File: src/rtl/uart_tx_arbiter_if.sv
// Requester/transmitter signal bundle for uart_tx_arbiter.
interface uart_tx_arbiter_if;
  logic [7:0] sign_a;
  logic       tick_a;
  logic [7:0] sign_b;
  logic       tick_b;
  logic       tx_busy;
  logic [7:0] tx_data;
  logic       tx_start;
  logic       full_a;
  logic       full_b;
  logic       drop_a;
  logic       drop_b;
  logic [1:0] owner;

  // Environment side: requesters and UART transmitter.
  modport master (
    output sign_a, tick_a, sign_b, tick_b, tx_busy,
    input  tx_data, tx_start, full_a, full_b, drop_a, drop_b, owner
  );

  // Arbiter side.
  modport slave (
    input  sign_a, tick_a, sign_b, tick_b, tx_busy,
    output tx_data, tx_start, full_a, full_b, drop_a, drop_b, owner
  );
endinterface

File: src/rtl/uart_tx_arbiter.sv
// Two-requester UART transmit arbiter: per-port FIFOs, frame-granular
// ownership released on the end-of-line byte or after a stall timeout.
module uart_tx_arbiter #(
  parameter int unsigned FIFO_DEPTH  = 8,
  parameter logic [7:0]  EOL_CHAR    = 8'd10,
  parameter int unsigned STALL_LIMIT = 1000
) (
  input  logic              clk,
  input  logic              rst,
  uart_tx_arbiter_if.slave  bus
);

  localparam int unsigned PW = $clog2(FIFO_DEPTH);
  localparam int unsigned CW = PW + 1;
  localparam int unsigned SW = $clog2(STALL_LIMIT + 1);

  typedef enum logic [2:0] {
    S_IDLE,
    S_LOAD,
    S_START,
    S_WAIT_BUSY,
    S_WAIT_DONE
  } state_t;

  typedef enum logic [1:0] {
    OWN_NONE = 2'b00,
    OWN_A    = 2'b01,
    OWN_B    = 2'b10
  } owner_t;

  state_t        r_state, w_next;
  owner_t        r_owner, r_last, w_grant_sel;
  logic [SW-1:0] r_stall;
  logic [7:0]    r_tx_data;
  logic          r_tx_start;

  logic          w_load, w_grant, w_stall_inc, w_release, w_owner_ne;
  logic [1:0]    w_tick, w_ne, w_full_v, w_drop_v;
  logic [7:0]    w_sign [2];
  logic [7:0]    w_head [2];

  assign w_tick[0] = bus.tick_a;
  assign w_tick[1] = bus.tick_b;
  assign w_sign[0] = bus.sign_a;
  assign w_sign[1] = bus.sign_b;

  // Index 0 is requester A, index 1 is requester B.
  for (genvar g = 0; g < 2; g++) begin : g_fifo
    logic [7:0]    r_mem [FIFO_DEPTH];
    logic [PW-1:0] r_wp, r_rp;
    logic [CW-1:0] r_cnt;
    logic          r_drop;
    logic          w_full, w_push, w_pop;

    // Fullness is judged on the count at the start of the cycle, so a pop
    // in the same cycle never makes room for a tick on a full FIFO.
    assign w_full = (r_cnt == CW'(FIFO_DEPTH));
    assign w_push = w_tick[g] && !w_full;
    assign w_pop  = w_load && (r_owner == ((g == 0) ? OWN_A : OWN_B));

    // Storage write; contents need no reset since the count gates reads.
    always_ff @(posedge clk) begin
      if (w_push) r_mem[r_wp] <= w_sign[g];
    end

    // Pointers, occupancy and drop pulse.
    always_ff @(posedge clk) begin
      if (rst) begin
        r_wp   <= '0;
        r_rp   <= '0;
        r_cnt  <= '0;
        r_drop <= 1'b0;
      end else begin
        r_drop <= w_tick[g] && w_full;
        if (w_push) r_wp <= r_wp + 1'b1;
        if (w_pop)  r_rp <= r_rp + 1'b1;
        if (w_push && !w_pop)      r_cnt <= r_cnt + 1'b1;
        else if (!w_push && w_pop) r_cnt <= r_cnt - 1'b1;
      end
    end

    assign w_ne[g]     = (r_cnt != '0);
    assign w_full_v[g] = w_full;
    assign w_drop_v[g] = r_drop;
    assign w_head[g]   = r_mem[r_rp];
  end

  assign w_owner_ne = ((r_owner == OWN_A) && w_ne[0]) ||
                      ((r_owner == OWN_B) && w_ne[1]);

  // State register.
  always_ff @(posedge clk) begin
    if (rst) r_state <= S_IDLE;
    else     r_state <= w_next;
  end

  // Next-state logic.
  always_comb begin
    w_next = r_state;
    unique case (r_state)
      S_IDLE: begin
        if (r_owner == OWN_NONE) begin
          if (w_ne != 2'b00) w_next = S_LOAD;
        end else if (w_owner_ne) begin
          w_next = S_LOAD;
        end
      end
      S_LOAD:      w_next = S_START;
      S_START:     w_next = S_WAIT_BUSY;
      S_WAIT_BUSY: if (bus.tx_busy)  w_next = S_WAIT_DONE;
      S_WAIT_DONE: if (!bus.tx_busy) w_next = S_IDLE;
      default:     w_next = S_IDLE;
    endcase
  end

  // Control strobes decoded from the current state.
  always_comb begin
    w_load      = (r_state == S_LOAD);
    w_grant     = (r_state == S_IDLE) && (r_owner == OWN_NONE) && (w_ne != 2'b00);
    w_stall_inc = (r_state == S_IDLE) && (r_owner != OWN_NONE) && !w_owner_ne;
    w_release   = (r_state == S_WAIT_DONE) && !bus.tx_busy && (r_tx_data == EOL_CHAR);
    w_grant_sel = OWN_NONE;
    if (w_ne == 2'b11)   w_grant_sel = (r_last == OWN_A) ? OWN_B : OWN_A;
    else if (w_ne[0])    w_grant_sel = OWN_A;
    else if (w_ne[1])    w_grant_sel = OWN_B;
  end

  // Ownership, fairness memory and stall timeout.
  always_ff @(posedge clk) begin
    if (rst) begin
      r_owner <= OWN_NONE;
      r_last  <= OWN_B;
      r_stall <= '0;
    end else begin
      if (w_grant) r_owner <= w_grant_sel;
      if (w_release) begin
        r_last  <= r_owner;
        r_owner <= OWN_NONE;
      end
      if (w_load) begin
        r_stall <= '0;
      end else if (w_stall_inc) begin
        if (r_stall == SW'(STALL_LIMIT - 1)) begin
          r_stall <= '0;
          r_owner <= OWN_NONE;
        end else begin
          r_stall <= r_stall + 1'b1;
        end
      end
    end
  end

  // Transmit byte and start pulse; start is raised on the LOAD edge so it
  // is high exactly while the FSM sits in START.
  always_ff @(posedge clk) begin
    if (rst) begin
      r_tx_data  <= 8'h00;
      r_tx_start <= 1'b0;
    end else begin
      r_tx_start <= w_load;
      if (w_load) r_tx_data <= (r_owner == OWN_B) ? w_head[1] : w_head[0];
    end
  end

  assign bus.tx_data  = r_tx_data;
  assign bus.tx_start = r_tx_start;
  assign bus.full_a   = w_full_v[0];
  assign bus.full_b   = w_full_v[1];
  assign bus.drop_a   = w_drop_v[0];
  assign bus.drop_b   = w_drop_v[1];
  assign bus.owner    = r_owner;

endmodule

File: src/flat_wrapper.sv
// flat-port wrapper written by rule: the top's interface ports become plain ports
module uart_tx_arbiter_flat 
#(
  parameter int unsigned FIFO_DEPTH  = 8,
  parameter logic [7:0]  EOL_CHAR    = 8'd10,
  parameter int unsigned STALL_LIMIT = 1000
)
  (clk, rst, bus_sign_a, bus_tick_a, bus_sign_b, bus_tick_b, bus_tx_busy, bus_tx_data, bus_tx_start, bus_full_a, bus_full_b, bus_drop_a, bus_drop_b, bus_owner);
  uart_tx_arbiter_if bus_i ();
  input  logic clk;
  input  logic rst;
  input wire logic [$bits(bus_i.sign_a)-1:0] bus_sign_a;
  input wire logic [$bits(bus_i.tick_a)-1:0] bus_tick_a;
  input wire logic [$bits(bus_i.sign_b)-1:0] bus_sign_b;
  input wire logic [$bits(bus_i.tick_b)-1:0] bus_tick_b;
  input wire logic [$bits(bus_i.tx_busy)-1:0] bus_tx_busy;
  output wire logic [$bits(bus_i.tx_data)-1:0] bus_tx_data;
  output wire logic [$bits(bus_i.tx_start)-1:0] bus_tx_start;
  output wire logic [$bits(bus_i.full_a)-1:0] bus_full_a;
  output wire logic [$bits(bus_i.full_b)-1:0] bus_full_b;
  output wire logic [$bits(bus_i.drop_a)-1:0] bus_drop_a;
  output wire logic [$bits(bus_i.drop_b)-1:0] bus_drop_b;
  output wire logic [$bits(bus_i.owner)-1:0] bus_owner;
  assign bus_i.sign_a = bus_sign_a;
  assign bus_i.tick_a = bus_tick_a;
  assign bus_i.sign_b = bus_sign_b;
  assign bus_i.tick_b = bus_tick_b;
  assign bus_i.tx_busy = bus_tx_busy;
  assign bus_tx_data = bus_i.tx_data;
  assign bus_tx_start = bus_i.tx_start;
  assign bus_full_a = bus_i.full_a;
  assign bus_full_b = bus_i.full_b;
  assign bus_drop_a = bus_i.drop_a;
  assign bus_drop_b = bus_i.drop_b;
  assign bus_owner = bus_i.owner;
  uart_tx_arbiter #(.FIFO_DEPTH(FIFO_DEPTH), .EOL_CHAR(EOL_CHAR), .STALL_LIMIT(STALL_LIMIT)) u_core (.clk(clk), .rst(rst), .bus(bus_i));
endmodule
File: config.mk
export PLATFORM = sky130hd
export DESIGN_NAME = uart_tx_arbiter_flat
export DESIGN_NICKNAME = d
export VERILOG_FILES = /design/src/rtl/uart_tx_arbiter_if.sv /design/src/rtl/uart_tx_arbiter.sv /design/src/flat_wrapper.sv
export SDC_FILE = /design/constraint.sdc
export NUM_CORES = 1
export LEC_CHECK = 0
export ABC_AREA = 1
export CAP_MARGIN = 20
export CORE_MARGIN = 1.5
export CORE_UTILIZATION = 60
export CTS_CLUSTER_DIAMETER = 40
export DETAILED_ROUTE_END_ITERATION = 8
export PLACE_DENSITY_LB_ADDON = 0.08
export SYNTH_ARGS = -nofsm -noshare
export SYNTH_HDL_FRONTEND = slang
export SYNTH_SLANG_ARGS = --single-unit
File: constraint.sdc
create_clock -name clk -period 2.2 [get_ports clk]
set_input_delay 0.44 -clock clk [delete_from_list [all_inputs] [get_ports clk]]
set_output_delay 0.44 -clock clk [all_outputs]
set_load 0.05 [all_outputs]
==> impl_metrics.yaml, run 1 <==
setup_path:
  worstPathRequired_ns: 1.76
  worst_setup_path_start_kind: "flop"
  crit_type: "flop to output pin"
  path_delay_family: "buffers and inverters"
  end_kind: "output pin"
  crit_fanout: 3
  crit_path_top_delay_cell: "clkdlybuf4s50_1"
  cp.arrival_ns: 1.67
  crit_chain: "clkdlybuf4s50_1"
  crit_path_max_incr_delay_ns: 0.84
  path_buf_inv: 1
finish:
  fillerInstances: 972
  stdcell_area_um2: 9370
  n_antenna_cell: 0
  drive_above_1_share: 0.0846
  final_nets: 990
  fin_util: 0.710
  syn2layout_area_growth_pct: 16.1
clock_network:
  h-tree-depth: 4
  numCtsBuffers: 17
  hold_buffers: 0
  path_clk_slew_ns: 0.06
  numClockSinks: 182
  cts_tree: "done"
  clock_path_buffers: 2
  clk_latency_ns: 0.42
  ctsRootBufferMaster: "clkbuf_16"
synth:
  mappedNetlistNets: 926
  seq_area_frac_synth: 0.610
  synth_top_cell_area_share: 0.476
  synth-seq-cells: 182
  yosysTopAreaCell: "edfxtp_1"
  netlist_area_um2: 8070
  yosys-top-cells-area: "edfxtp_1, dfxtp_1, nand2_1"
  yosys_warnings: 0
  ys_types: 30
  synth.avg_cell_area_um2: 9.05
  syn_inst: 892
placed_design:
  dp_hpwl_mm: 11.1
  place_area_um2: 8760
  gp_congestion: 0.856
  io_buffers: 35
route:
  avgViaCountPerCell: 5.23
  drt-initial-drc-count: 507
  wl_per_cell_um: 14.7
  drt-total-wl_mm: 16.8
  drt-pass1-iter-count: 7
  ant_nets: 0
  drc_errors: 0
  vias: 5989
power_and_ir_drop:
  seqPwrFrac: 0.445
  swShare: 0.314
  p_comb_frac: 0.254
  p_per_area_nw_per_um2: 1020
  p_int_w: 0.00655
  ir_worst_vdd_v: 0.000708
  p_switching_w: 0.00300
  pwr-share-clk: 0.301
  p_leak_nw: 4.10
floorplanning:
  die_area_um2: 14200
  core_region_area_um2: 13200
  io-pin-count: 36
  placementRows: 42
  start_util: 0.612
  die_y_um: 119
  die_x_um: 119
timing:
  skew_ns: 0.00592
  hold_viol_final: 0
  slew_headroom: 0.572
  period_share: 0.960
  rsz0062_at_grt: "false"
  setup_viol_count_final: 0
  slew_violations: 0
  fmax_mhz: 474
  tightest_slew_ns: 0.641
  min_period_ns: 2.11
global_routing:
  grt_pass1_vias: 5829
  grt_usage: 0.252
  grt_max_degree: 33
  antenna_found_initial: 0
  grt.overflow.total: 0
  grt_pass1_wl_mm: 27.5
hold_path:
  hold_class: "flop to flop"
status:
  status: "finished, final reports clean"
job:
  max-cap-violations: 0
[stage by stage]
step                      power [W]  std cells  TNS, ns  setup slack (ns)  hold slack (ns)
after floorplan             0.00594        892        0            0.0562            0.431
after global placement      0.00656       1110        0           0.00997            0.443
after detailed placement    0.00667       1110   -0.129           -0.0711            0.460
after CTS                   0.00955       1142        0            0.0785            0.473
after global routing         0.0100       1145        0            0.0271            0.491
final                       0.00956       1145        0            0.0889            0.471
[power by group through the flow]
stage / logic [W] / clock network, W / registers [W]
after floorplan: 0.00148 / 0 / 0.00446
after global placement: 0.00228 / 0 / 0.00428
after detailed placement: 0.00237 / 0 / 0.00430
after CTS: 0.00239 / 0.00293 / 0.00423
after global routing: 0.00269 / 0.00306 / 0.00428
final: 0.00243 / 0.00287 / 0.00425
[registers in the layout, indices dropped and copies added (netlist names), named ones only]
| signal | flops |
|---|---|
| u_core.r_last | 2 |
| u_core.g_fifo.r_wp | 6 |
| u_core.bus.owner | 2 |
| u_core.g_fifo.r_rp | 6 |
| u_core.bus.tx_data | 8 |
| u_core.bus.drop_a | 1 |
| u_core.bus.drop_b | 1 |
| u_core.g_fifo.r_cnt | 8 |
| u_core.bus.tx_start | 1 |
| u_core.r_state | 3 |
| u_core.g_fifo.r_mem | 128 |
| u_core.r_stall | 10 |
[cell type report]
cell class              instances  area, µm²  share of cell area
flip-flops and latches        182       4930               0.526
repair buffers                 71        628              0.0670
clock buffers                  28        518              0.0553
well taps                     176        220              0.0235
multi-input cells             533       2470               0.263
inverters                     151        567              0.0605
clock inverters                 4       43.8             0.00467
[what timing repair did]
item | CTS | global route
endpoints found under the hold margin | 0 | 0
setup endpoints to repair | 0 | 3
resized for setup | 0 | 8
setup buffers | 0 | 3
[synthesized netlist by cell type, drive strengths merged]
cell type	count
edfxtp	128
clkinv	1
xnor2	2
o21ai	13
clkbuf	9
xor2	7
o211ai	1
and2	1
nand3	117
ha	11
a21oi	23
nor2	76
dfxtp	54
nand3b	1
buf	17
nor3	6
nand4	3
o21bai	1
fa	2
inv	150
nand2	268
a31oi	1
[metal layers]
metal  vias up  wire length, µm  track usage  part of all wire
li1       2971                -            -                 -
met1      2776             7280        0.336              0.43
met2       203             8010        0.400              0.48
met3        39             1060       0.0421             0.063
met4         0              477        0.131             0.028
met5         -                0            0                 0
[placed cells by master, fill, tap and decap left out, drive strengths merged, types with 3 or more instances in the layout]
cell type      Yosys  final
a21oi             23     23
buf               17     38
clkbuf             9     28
clkdlybuf4s50      0     33
clkinv             1      4
dfxtp             54     54
edfxtp           128    128
ha                11     11
inv              150    150
nand2            268    268
nand3            117    117
nand4              3      3
nor2              76     76
nor3               6      6
o21ai             13     13
xor2               7      7
[cells by family (layout without fill, tap and decap cells)]
group,Yosys count,after routing,share of synthesized area
flip-flops,182,182,0.610
AND/OR/NAND/NOR,472,472,0.246
AO/OA/AOI/OAI,39,39,0.0250
buffers and inverters,177,254,0.0867
adder cells (fa/ha/maj),13,13,0.0220
XOR/XNOR,9,9,0.00977
[worst reg2reg max path, cell delays in order, from the launching register on]
cell and delay (ns):
dfxtp_2 0.35, inv_1 0.09, nor3_4 0.24, nand2_2 0.13
ha_1 0.24, inv_1 0.11, ha_1 0.27, a21oi_1 0.13
nand2_1 0.08, xor2_1 0.14, nand2_1 0.07, a21oi_1 0.11
[path summary, 6_finish.rpt]
check        cells past startpoint                   endpoint             startpoint  slack (ns)
max                              1             bus_tx_data[6]  u_core.bus.tx_data[6]        0.09
min                              2      u_core.bus.tx_data[0]  u_core.bus.tx_data[0]        0.47
max reg2reg                     11  u_core.g_fifo[0].r_cnt[3]      u_core.r_state[0]        0.17
min reg2reg                      2      u_core.bus.tx_data[0]  u_core.bus.tx_data[0]        0.47
Note: power is estimated with default switching activity, not from simulation.
==> run 2, diff against run 1 <==
--- a/config.mk
+++ b/config.mk
@@ -7,9 +7,10 @@
 export LEC_CHECK = 0
 export ABC_AREA = 1
 export CAP_MARGIN = 20
+export CELL_PAD_IN_SITES_DETAIL_PLACEMENT = 1
+export CELL_PAD_IN_SITES_GLOBAL_PLACEMENT = 1
 export CORE_MARGIN = 1.5
-export CORE_UTILIZATION = 60
-export CTS_CLUSTER_DIAMETER = 40
+export CORE_UTILIZATION = 47
 export DETAILED_ROUTE_END_ITERATION = 8
 export PLACE_DENSITY_LB_ADDON = 0.08
 export SYNTH_ARGS = -nofsm -noshare
==> constraint.sdc (replaced) <==
create_clock -name clk -period 2.2 [get_ports clk]
set_input_delay 0.22 -clock clk [delete_from_list [all_inputs] [get_ports clk]]
set_output_delay 0.22 -clock clk [all_outputs]
set_load 0.05 [all_outputs]
==> run 2 against run 1 <==
  * Via count increased by 1.9%
  * Critical path depth increased by 10
  * Cell count increased by 3.2%
  * Sequential power about the same
  * Utilization decreased by 15 points
  * Non-clock buffer count decreased by 7
  * Total power increased by 0.76%
  * Clock skew about the same
  * Sequential share of layout area increased by 0.11 points
  * Worst hold slack got worse by 0.11 ns
  * Largest power group unchanged
  * Highest routed layer unchanged
==> impl_metrics.yaml, run 2 (synthesis gave the netlist of run 1 again) <==
clock_network:
  clk_latency_ns: 0.43
  numCtsBuffers: 17
  numClockSinks: 182
  clock_path_buffers: 2
  hold_buffers: 0
  cts_tree: "done"
  path_clk_slew_ns: 0.06
  h-tree-depth: 4
  ctsRootBufferMaster: "clkbuf_16"
setup_path:
  crit_chain: "inv_1 > nor3_4 > nand2_2 > ha_1 > inv_2 > ha_1 > a21oi_2 > nand2_1 > xor2_1 > nand2_1 > a21oi_1"
  r2r_start: "u_core.r_state[0]"
  worstSetupStartpoint: "u_core.r_state[0]"
  rrSetupSlack_ns: 0.12
  crit_path_top_delay_cell: "dfxtp_2"
  crit_path_max_incr_delay_ns: 0.35
  r2r-end: "u_core.g_fifo[1].r_cnt[3]"
  cp-endpoint: "u_core.g_fifo[1].r_cnt[3]"
  worst_setup_path_start_kind: "flop"
  cp.arrival_ns: 2.44
  worstPathRequired_ns: 2.57
  end_kind: "flop"
  crit_fanout: 6
  crit_type: "flop to flop"
  reg2reg_depth: 11
floorplanning:
  io-pin-count: 36
  placementRows: 47
  core_region_area_um2: 16700
  start_util: 0.483
  die_x_um: 134
  die_y_um: 134
  die_area_um2: 18000
global_routing:
  grt_max_degree: 33
  grt_pass1_wl_mm: 32.2
  antenna_found_initial: 0
  grt_pass1_vias: 6500
  grt_usage: 0.236
  grt.overflow.total: 0
power_and_ir_drop:
  p_switching_w: 0.00317
  ir_worst_vdd_v: 0.000639
  p_per_area_nw_per_um2: 1030
  p_leak_nw: 4.07
  swShare: 0.329
  seqPwrFrac: 0.443
  pwr-share-clk: 0.301
  p_int_w: 0.00646
  p_comb_frac: 0.257
finish:
  n_antenna_cell: 0
  layout_common_cells: "nand2_1, inv_1, edfxtp_1"
  final_nets: 983
  reg.largest.list: "u_core.g_fifo.r_mem x128, u_core.r_stall x10"
  fin_util: 0.560
  largest_register: "u_core.g_fifo.r_mem"
  multi_input_area_um2: 2460
  drive_above_1_share: 0.0800
  syn2layout_area_growth_pct: 16.0
  largest_reg_flops: 128
  fillerInstances: 1958
  layout.cells.most_common: "nand2_1"
  stdcell_area_um2: 9360
  seqCellArea_um2: 4930
route:
  drc_errors: 0
  avgViaCountPerCell: 5.16
  drt-initial-drc-count: 370
  drt-pass1-iter-count: 4
  wl_per_cell_um: 17.0
  vias: 6101
  drt-total-wl_mm: 20.1
  ant_nets: 0
status:
  status: "finished, final reports clean"
timing:
  period_share: 0.943
  setup_viol_count_final: 0
  setup_slack_ns: 0.125
  fmax_mhz: 482
  tightest_slew_ns: 0.632
  slew_violations: 0
  skew_ns: 0.00581
  slew_headroom: 0.578
  hold_viol_final: 0
  min_period_ns: 2.08
placed_design:
  place_area_um2: 8770
  dp_hpwl_mm: 13.6
  dpl_worst_slack_ns: 0.0185
  io_buffers: 35
  gp_congestion: 0.838
job:
  max-cap-violations: 0
hold_path:
  hold_class: "input pin to flop"
## run 2: cell count changes in the layout (fill, tap and decap cells not counted), moves of 2 or more
cell | previous run | this run
clkbuf_1 | 7 | 4
buf_4 | 37 | 29
dfxtp_1 | 51 | 48
clkinv_4 | 0 | 2
dfxtp_2 | 3 | 6
clkinv_1 | 2 | 5
clkbuf_8 | 3 | 0
## run 2: critical path: cells and delay by family (launching register included)
| family | cells | cell delay [ns] |
|---|---|---|
| xor gates and xnor gates | 1 | 0.14 |
| buffers and inverters | 2 | 0.18 |
| adders and majority gates | 2 | 0.53 |
| and+or+nand+nor | 4 | 0.49 |
| DFF | 1 | 0.35 |
| AOI/OAI and AO/OA | 2 | 0.30 |
## run 2: layer usage
layer,vias up,part of all wire,GRT usage
met1,3021,0.43,0.291
met2,95,0.51,0.418
met3,35,0.039,0.0378
met5,-,0,0
li1,2950,-,-
met4,0,0.023,0.0866
## run 2: cell type report
| cell class | instances | share of cell area |
|---|---|---|
| Sequential cell | 182 | 0.527 |
| Multi-Input combinational cell | 533 | 0.263 |
| Timing Repair Buffer | 64 | 0.0608 |
| Inverter | 151 | 0.0606 |
| Clock buffer | 21 | 0.0471 |
| Tap cell | 220 | 0.0294 |
| Clock inverter | 11 | 0.0118 |
## run 2: worst min-delay path by stage
stage                     start                      endpoint  slack (ns)  cells past startpoint
3_3_place_gp   u_core.r_last[0]              u_core.r_last[0]        0.45                      2
6_report             bus_tick_a             u_core.bus.drop_a        0.36                      3
4_1_cts              bus_tick_a             u_core.bus.drop_a        0.35                      3
2_1_floorplan     bus_sign_a[0]  u_core.g_fifo[0].r_mem[0][0]        0.32                      0
5_1_grt              bus_tick_a             u_core.bus.drop_a        0.37                      3
3_5_place_dp   u_core.r_last[0]              u_core.r_last[0]        0.45                      2
## run 2: through the flow
| step | hold WS [ns] | total power [W] | cells | TNS (ns) |
|---|---|---|---|---|
| floorplan | 0.319 | 0.00594 | 892 | 0 |
| global placement | 0.445 | 0.00658 | 1149 | 0 |
| detailed placement | 0.452 | 0.00675 | 1149 | 0 |
| CTS | 0.352 | 0.00963 | 1181 | 0 |
| global route | 0.375 | 0.0101 | 1182 | -0.0455 |
| finish | 0.361 | 0.00963 | 1182 | 0 |
## run 2: power by group through the flow
stage	combinational (W)	sequential (W)	clock [W]
2_1_floorplan	0.00148	0.00446	0
3_3_place_gp	0.00230	0.00428	0
3_5_place_dp	0.00244	0.00431	0
4_1_cts	0.00246	0.00424	0.00293
5_1_grt	0.00276	0.00430	0.00306
6_report	0.00247	0.00426	0.00290
## run 2: what timing repair did
action                     CTS  global route
setup buffers                0             1
cloned                       0             0
setup endpoints to repair    1             3
pin swaps                    0             1
gates resized for setup      1            13
==> run 3, diff against run 2 <==
--- a/config.mk
+++ b/config.mk
@@ -9,6 +9,7 @@
 export CAP_MARGIN = 20
 export CELL_PAD_IN_SITES_DETAIL_PLACEMENT = 1
 export CELL_PAD_IN_SITES_GLOBAL_PLACEMENT = 1
+export CORE_ASPECT_RATIO = 0.5
 export CORE_MARGIN = 1.5
 export CORE_UTILIZATION = 47
 export DETAILED_ROUTE_END_ITERATION = 8
==> run 3 against run 2 <==
  * Sequential power about the same
  * Largest power group unchanged
  * Design area is 1.1% higher
  * Via count increased by 0.25%
  * Critical path type unchanged
  * Clock power increased by 6.9%
  * Sequential cell count is the same
  * Critical path depth unchanged
  * Wire length rose by 2.6%
  * Largest cell class unchanged
  * Clock skew grew 0.0036 ns
  * Global-route usage increased by 0.66 points
  * Count of clock-buffer cells in the layout down 3
==> impl_metrics.yaml, run 3 (synthesis gave the netlist of run 1 again) <==
hold_path:
  min-delay-start: "bus_tick_b"
  hold_class: "input pin to flop"
power_and_ir_drop:
  p_comb_frac: 0.258
  pwr-share-clk: 0.313
  power_w: 0.00989
  p_per_area_nw_per_um2: 1050
  p_leak_nw: 4.10
  ir_worst_vdd_v: 0.000601
  swShare: 0.332
  p_int_w: 0.00661
  seqPwrFrac: 0.429
  p_switching_w: 0.00329
setup_path:
  cp.arrival_ns: 2.43
  worstSetupStartpoint: "u_core.r_state[0]"
  r2r_start: "u_core.r_state[0]"
  worst_setup_path_start_kind: "flop"
  crit_type: "flop to flop"
  path_delay_family: "simple AND/OR/NAND/NOR gates"
  crit_path_top_delay_cell: "dfxtp_2"
  crit_chain: "inv_1 > nor3_4 > nand2_2 > ha_2 > inv_2 > ha_1 > a21oi_1 > nand2_1 > xor2_1 > nand2_1 > a21oi_1"
  crit_fanout: 3
  end_kind: "flop"
  path_buf_inv: 2
  worstPathRequired_ns: 2.57
  crit_path_max_incr_delay_ns: 0.36
clock_network:
  clock_path_buffers: 2
  path_clk_slew_ns: 0.07
  h-tree-depth: 4
  hold_buffers: 0
  ctsRootBufferMaster: "clkbuf_16"
  numClockSinks: 182
  cts_tree: "done"
  numCtsBuffers: 17
  clk_latency_ns: 0.43
finish:
  reg.largest.list: "u_core.g_fifo.r_mem x128, u_core.r_stall x10"
  largest_reg_flops: 128
  layout_common_cells: "nand2_1, inv_1, edfxtp_1"
  multi_input_area_um2: 2480
  drive_above_1_share: 0.0921
  largest_register: "u_core.g_fifo.r_mem"
  seqCellArea_um2: 4930
  fin_util: 0.570
  stdcell_area_um2: 9460
  final_nets: 988
  n_antenna_cell: 0
  syn2layout_area_growth_pct: 17.2
  fillerInstances: 1926
  layout.cells.most_common: "nand2_1"
route:
  drt-initial-drc-count: 322
  wl_per_cell_um: 17.3
  wl_met3_um: 804
  vias: 6116
  drt-total-wl_mm: 20.6
  drc_errors: 0
  top_layer_used: "met4"
  met1Wirelength_mm: 9.31
  ant_nets: 0
  wl_met2_mm: 10.3
  avgViaCountPerCell: 5.13
  drt-pass1-iter-count: 5
placed_design:
  place_area_um2: 8810
  gp_congestion: 0.794
  io_buffers: 35
  dp_hpwl_mm: 13.8
  dpl_worst_slack_ns: 0.00680
global_routing:
  grt.overflow.total: 0
  grt_usage: 0.242
  grt_max_degree: 33
  grt_pass1_vias: 6426
  antenna_found_initial: 0
  grt_pass1_wl_mm: 32.7
floorplanning:
  die_area_um2: 18000
  placementRows: 33
  io-pin-count: 36
  core_region_area_um2: 16600
  die_x_um: 188
  die_y_um: 95.7
  start_util: 0.486
timing:
  period_share: 0.939
  setup_viol_count_final: 0
  skew_ns: 0.00944
  hold_viol_final: 0
  slew_headroom: 0.598
  setup_slack_ns: 0.134
  fmax_mhz: 484
  rsz0062_at_grt: "false"
  min_period_ns: 2.07
  slew_violations: 0
  tightest_slew_ns: 0.602
job:
  max-cap-violations: 0
status:
  status: "finished, final reports clean"
-- run 3: changes by cell type in the layout (fill, tap and decap cells not counted), sizes merged --
cell | before | now
dlymetal6s2s | 1 | 0
bufinv | 2 | 3
clkinv | 9 | 5
inv | 150 | 152
clkbuf | 21 | 18
dlygate4sd2 | 1 | 2
buf | 29 | 34
clkinvlp | 1 | 4
-- run 3: routing by layer --
layer	up-vias	GRT usage
li1	2969	-
met1	3013	0.300
met2	105	0.440
met3	29	0.0460
met4	0	0.0661
met5	-	0
-- run 3: stage by stage --
step	TNS, ns	instances	hold WS, ns
after floorplan	0	892	0.319
after global placement	0	1160	0.448
after detailed placement	0	1160	0.453
after CTS	-0.0198	1191	0.360
after global routing	0	1193	0.397
final	0	1193	0.370
-- run 3: final timing paths --
| path | endpoint | slack [ns] | cells past startpoint |
|---|---|---|---|
| setup / recovery | u_core.g_fifo[0].r_cnt[3] | 0.13 | 11 |
| hold / removal | u_core.bus.drop_b | 0.37 | 3 |
| setup reg to reg | u_core.g_fifo[0].r_cnt[3] | 0.13 | 11 |
| hold reg to reg | u_core.r_last[0] | 0.46 | 2 |
-- run 3: worst register-to-register path: cells and delay by family (launching register included) --
kind	cells	cell delay, ns
AND/OR/NAND/NOR	4	0.56
adder cells (fa/ha/maj)	2	0.49
flip-flops	1	0.36
AO/OA/AOI/OAI	2	0.27
buffers and inverters	2	0.18
XOR/XNOR	1	0.16
-- run 3: power by group through the flow --
stage / Combinational, W / Clock, W / Sequential, W
floorplan: 0.00148 / 0 / 0.00446
global placement: 0.00235 / 0 / 0.00427
detailed placement: 0.00247 / 0 / 0.00430
CTS: 0.00251 / 0.00314 / 0.00422
global route: 0.00284 / 0.00326 / 0.00428
finish: 0.00255 / 0.00310 / 0.00424
-- run 3: cell type report --
cell class / instances / area share
timing repair buffer: 69 / 0.0638
clock inverter: 13 / 0.0165
sequential: 182 / 0.522
clock buffer: 18 / 0.0454
inverter: 151 / 0.0599
multi-input combinational: 533 / 0.263
tap: 227 / 0.0300
-- run 3: repair_timing --
action	CTS	global route
cloned	0	0
buffers inserted	0	2
pin swaps	0	2
setup endpoints to repair	3	6
resized for setup	3	16
